===== config.mk =====
export PLATFORM = sky130hd
export DESIGN_NAME = kamus_fetch_ctrl
export DESIGN_NICKNAME = d
export VERILOG_FILES = /design/src/rtl/kamus_fetch_ctrl.sv
export SDC_FILE = /design/constraint.sdc
export NUM_CORES = 1
export LEC_CHECK = 0
export BUFFER_PORTS_ARGS = -buffer_cell sky130_fd_sc_hd__buf_2
export CAP_MARGIN = 40
export CORE_MARGIN = 2
export CORE_UTILIZATION = 35
export DETAILED_ROUTE_END_ITERATION = 10
export SLEW_MARGIN = 20
export SYNTH_ARGS = -nofsm -noshare
export SYNTH_HDL_FRONTEND = slang
export SYNTH_SLANG_ARGS = --single-unit

===== constraint.sdc =====
create_clock -name clk_i -period 4.1 [get_ports clk_i]
set_clock_uncertainty 0.1 [all_clocks]
set_input_delay 0.205 -clock clk_i [delete_from_list [all_inputs] [get_ports clk_i]]
set_output_delay 0.205 -clock clk_i [all_outputs]
set_load 0.01 [all_outputs]

===== src/rtl/kamus_fetch_ctrl.sv =====
// ============================================================================
//  kamus_fetch_ctrl
//  IF-stage fetch sequencer: PC ownership, single-outstanding L1I handshake,
//  single-entry output register to ID, redirect with orphan-response kill.
//  Optional KAMUS_FETCH_PERF_EN adds fetch/redirect event counters.
//  Revision: 1.0 - initial release
// ============================================================================
`default_nettype none

module kamus_fetch_ctrl #(
    parameter logic [31:0] BOOT_ADDR = 32'h0000_0000
) (
    input  logic        clk_i,
    input  logic        rst_ni,
    input  logic        fetch_en_i,
    input  logic        redirect_valid_i,
    input  logic [31:0] redirect_addr_i,
    input  logic        stall_i,
    output logic        instr_req_o,
    output logic [31:0] instr_addr_o,
    input  logic        instr_gnt_i,
    input  logic        instr_rvalid_i,
    input  logic [31:0] instr_rdata_i,
    output logic        if_valid_o,
    output logic [31:0] if_instr_o,
    output logic [31:0] if_pc_o,
`ifdef KAMUS_FETCH_PERF_EN
    output logic [31:0] if_next_pc_o,
    output logic [31:0] fetch_cnt_o,
    output logic [31:0] redirect_cnt_o
`else
    output logic [31:0] if_next_pc_o
`endif
);

    localparam logic [31:0] c_word_mask = 32'hFFFF_FFFC;
    localparam logic [31:0] c_boot_pc   = BOOT_ADDR & c_word_mask;

    typedef enum logic [1:0] {
        S_IDLE = 2'd0,
        S_REQ  = 2'd1,
        S_WAIT = 2'd2
    } state_t;

    state_t      r_state;
    state_t      w_state_nxt;
    logic [31:0] r_pc;
    logic [31:0] r_req_pc;
    logic        r_kill;
    logic        r_valid;
    logic [31:0] r_instr;
    logic [31:0] r_if_pc;
    logic [31:0] r_if_next_pc;

    logic        w_consume;
    logic        w_free;
    logic        w_req;
    logic        w_gnt;
    logic        w_land;

    assign w_consume = r_valid & ~stall_i;
    assign w_free    = ~r_valid | w_consume;
    assign w_gnt     = w_req & instr_gnt_i;
    assign w_land    = (r_state == S_WAIT) & instr_rvalid_i & ~r_kill & ~redirect_valid_i;

    // The request is held back while ID stalls on a full register, so a
    // response can only ever land into a free register. Once raised it stays
    // up until granted: the register cannot refill while in REQ.
    always_comb begin
        w_state_nxt = r_state;
        w_req       = 1'b0;
        case (r_state)
            S_IDLE: begin
                if (fetch_en_i && w_free) begin
                    w_state_nxt = S_REQ;
                end
            end
            S_REQ: begin
                w_req = w_free;
                if (w_req && instr_gnt_i) begin
                    w_state_nxt = S_WAIT;
                end else if (!w_req && !fetch_en_i) begin
                    w_state_nxt = S_IDLE;
                end
            end
            S_WAIT: begin
                if (instr_rvalid_i) begin
                    if (redirect_valid_i || fetch_en_i) begin
                        w_state_nxt = S_REQ;
                    end else begin
                        w_state_nxt = S_IDLE;
                    end
                end
            end
            default: begin
                w_state_nxt = S_IDLE;
            end
        endcase
    end

    always_ff @(posedge clk_i or negedge rst_ni) begin
        if (!rst_ni) begin
            r_state  <= S_IDLE;
            r_pc     <= c_boot_pc;
            r_req_pc <= c_boot_pc;
            r_kill   <= 1'b0;
        end else begin
            r_state <= w_state_nxt;

            if (w_gnt) begin
                r_req_pc <= r_pc;
            end

            if (redirect_valid_i) begin
                r_pc <= redirect_addr_i & c_word_mask;
            end else if (w_land) begin
                r_pc <= r_req_pc + 32'd4;
            end

            // An outstanding transaction at redirect time returns stale data.
            if (redirect_valid_i &&
                (((r_state == S_WAIT) && !instr_rvalid_i) || w_gnt)) begin
                r_kill <= 1'b1;
            end else if ((r_state == S_WAIT) && instr_rvalid_i) begin
                r_kill <= 1'b0;
            end
        end
    end

    always_ff @(posedge clk_i or negedge rst_ni) begin
        if (!rst_ni) begin
            r_valid      <= 1'b0;
            r_instr      <= 32'd0;
            r_if_pc      <= 32'd0;
            r_if_next_pc <= 32'd0;
        end else begin
            if (redirect_valid_i) begin
                r_valid <= 1'b0;
            end else if (w_land) begin
                r_valid      <= 1'b1;
                r_instr      <= instr_rdata_i;
                r_if_pc      <= r_req_pc;
                r_if_next_pc <= r_req_pc + 32'd4;
            end else if (w_consume) begin
                r_valid <= 1'b0;
            end
        end
    end

`ifdef KAMUS_FETCH_PERF_EN
    logic [31:0] r_fetch_cnt;
    logic [31:0] r_redirect_cnt;

    always_ff @(posedge clk_i or negedge rst_ni) begin
        if (!rst_ni) begin
            r_fetch_cnt    <= 32'd0;
            r_redirect_cnt <= 32'd0;
        end else begin
            if (w_land) begin
                r_fetch_cnt <= r_fetch_cnt + 32'd1;
            end
            if (redirect_valid_i) begin
                r_redirect_cnt <= r_redirect_cnt + 32'd1;
            end
        end
    end

    assign fetch_cnt_o    = r_fetch_cnt;
    assign redirect_cnt_o = r_redirect_cnt;
`endif

    assign instr_req_o  = w_req;
    assign instr_addr_o = r_pc;
    assign if_valid_o   = r_valid;
    assign if_instr_o   = r_instr;
    assign if_pc_o      = r_if_pc;
    assign if_next_pc_o = r_if_next_pc;

endmodule

`default_nettype wire

==> metrics <==
pin count of the biggest net entering global routing 64; vias in the first global route 5565; pwr dens 609 nW/µm²; die width 144 µm; Net Sw Power 1950 µW; I/O pin cnt 201; Reg power frac 0.448; # nets final 1009; sequential share of the synthesized area 0.588; Worst Setup SP r_state[0]; 1st-iter DRT viols 193; cts repair resizes 0; xor/xnor cell area share of the yosys netlist 0.0343; first-pass GRT wire length 29300 µm; DR DRC count 0; Main synth FF type dfrtp_1; RSZ-0062 raised after global routing no; element type at the critical path start flip-flop; setup slack at placement 1.56 ns; mux cell area share after synthesis 0.0601; CTS tree done; clock buffer depth 2; Worst Hold Class in2reg; root buf cell clkbuf_16; H-Tree Depth 4; vias 5691; area grow syn2layout 35.7%; Final Util 0.482; Pins Over Slew Limit 0; clock buffer count from CTS 17; antenna violations before repair 0; hold depth 3; die area 20800 µm²; antenna fix cells 0; mapped cell area 6900 µm²; drt wl/cell 15.7 µm; Hold Violations, Final 0; post-CTS setup buffer count 0; TritonRoute pass-1 iters 4; largest family of logic cells by synthesized area simple AND/OR/NAND/NOR gates; setup ws final 1.57 ns; Post-Synth Adder-Cell Area 0.00181; MaxCap Viol Count 0; Die Ht 144 µm; R2R cell count 6; Peak VDD IR 0.285 mV; Crit Path Max Fanout 29; Routed WL 19000 µm; register bit count reported by yosys 162; Clock Sink Count 162; HPWL Detailed 12500 µm; status finished clean; Post-DRT Antenna Nets 0; Initial Utilization 0.356; Synth Net Count 762; buffers added on ports 198; Post-synth ARST share 1.00; filler cell count in the final layout 1845; gr ovfl total 0; GRT Total Usage 0.183; Clock Power Share 0.276; Worst Tran Pin Value 0.754 ns; Leak 0.00485 µW; combinational power share 0.276; row cnt 51; Synth Warn # 0; Period Utilization, post-route 0.617; Clk Latency, worst-skew pair 0.41 ns; worst hold path startpoint stall_i; Synth Area in Compound Gates 0.0673; r2r setup slk 1.57 ns; Worst-path clk slew 0.06 ns; Finish-stage setup viols 0; setup TNS after final layout 0 ns; Post-synth EDFFs 0; Core Area 19400 µm²; worst rel slew slack 0.497; Worst R2R Start r_state[0]; Cells after Synth 690; mean area per synthesized cell 10.0 µm²; Sw Ratio 0.342; crit path DAT 2.77 ns; Post-Synth Simple-Gate Area 0.217; Final GP Congestion 0.730; Tot Pwr 5700 µW; share of post-route cells with drive strength above 1 0.301; Distinct cells, synth 41; WS Path Type reg2reg; f_max 0.396 GHz; CP endpoint if_instr_o[11]; CP Data Required Time 4.35 ns; shortest period the worst path allows 2.53 ns; Int Pwr 3750 µW; reg2reg end if_instr_o[11]; crit end category flip-flop; vias per cell 4.69
==> per-layer routing <==
layer | vias up | share of wire | GRT usage
met1 | 2730 | 0.47 | 0.248
met2 | 175 | 0.45 | 0.288
met4 | 0 | 0.011 | 0.0547
met5 | - | 0 | 0
li1 | 2772 | - | -
met3 | 14 | 0.072 | 0.0480
==> registers in the layout, summed over array words and instances, names as in the netlist <==
| signal | cells |
|---|---|
| if_instr_o | 32 |
| if_pc_o | 32 |
| instr_addr_o | 32 |
| r_req_pc | 32 |
| if_next_pc_o | 30 |
| r_state | 2 |
| if_valid_o | 1 |
| r_kill | 1 |
==> worst min path at each step <==
stage	endpoint	slack, ns
2_1_floorplan	if_instr_o[0]	-0.19
3_3_place_gp	if_instr_o[23]	0.30
3_5_place_dp	if_instr_o[22]	0.08
4_1_cts	if_valid_o	0.009
5_1_grt	if_valid_o	0.07
6_report	if_valid_o	0.03
==> cell usage in the layout (no fill, tap or decap), drive strengths merged, types with 5 or more instances in the layout <==
master       count
xor2            21
nand2          278
nor3             5
clkbuf          22
dfrtp          162
dlygate4sd3     64
mux2            35
xnor2            6
o21ai           35
a21oi           12
nand3           17
clkinv           5
buf            208
nor2            19
nand4           10
o221ai          17
==> worst max-delay path, stage by stage, from the launching register on <==
cell and delay [ns]:
dfrtp_1 0.41, nand3b_1 0.24, or2_2 0.61, nor2_4 0.46, buf_4 0.40, nand2_1 0.14, nand2_1 0.08
==> power by group through the flow <==
stage / sequential, µW / clock, µW / combinational (µW)
after floorplan: 2620 / 0 / 818
after global placement: 2570 / 0 / 1500
after detailed placement: 2580 / 0 / 1540
after CTS: 2560 / 1620 / 1590
after global routing: 2640 / 1680 / 1760
final: 2560 / 1570 / 1580
==> cell usage after synthesis, drive strengths merged, types with 2 or more instances <==
master  number  share of area
nand4       10          0.015
dfrtp      162           0.59
and3         2         0.0018
o21ai       35          0.025
nand2      278           0.15
buf         19          0.017
xnor2        6         0.0076
a211oi       3         0.0033
a21o         3         0.0033
mux2i        2         0.0029
nor2        19          0.011
a21oi       12         0.0087
nand3       17          0.012
mux2        35          0.057
o221ai      17          0.022
nor3b        4         0.0051
nor3         5         0.0036
clkbuf      24          0.013
xor2        21          0.027
nor4         4          0.010
==> cell type report <==
class / instances / area [µm²] / area share
flip-flops and latches: 162 / 4050 / 0.433
multi-input cells: 483 / 2640 / 0.282
repair buffers: 272 / 1760 / 0.188
clock buffers: 22 / 464 / 0.0496
well taps: 265 / 332 / 0.0354
clock inverters: 9 / 108 / 0.0115
inverters: 1 / 3.75 / 0.000401
==> stage by stage <==
| step | cells | hold slack, ns | area [µm²] |
|---|---|---|---|
| 2_1_floorplan | 690 | -0.191 | 6900 |
| 3_5_place_dp | 1119 | 0.0760 | 8150 |
| 3_3_place_gp | 1115 | 0.297 | 8070 |
| 6_report | 1214 | 0.0280 | 9360 |
| 5_1_grt | 1214 | 0.0698 | 9360 |
| 4_1_cts | 1214 | 0.00948 | 9360 |
==> cell families after synthesis <==
group	count (synthesis)
compound gates	73
xor+xnor	27
fa+ha+maj	1
buf+inv	45
flops	162
mux	37
simple gates	345
==> timing repair <==
| action | 4_1_cts | 5_1_grt |
|---|---|---|
| hold buffers | 64 | 0 |
| setup endpoints to repair | 0 | 0 |
| endpoints found under the hold margin | 110 | 0 |
Power figures use the tool's default switching activity.
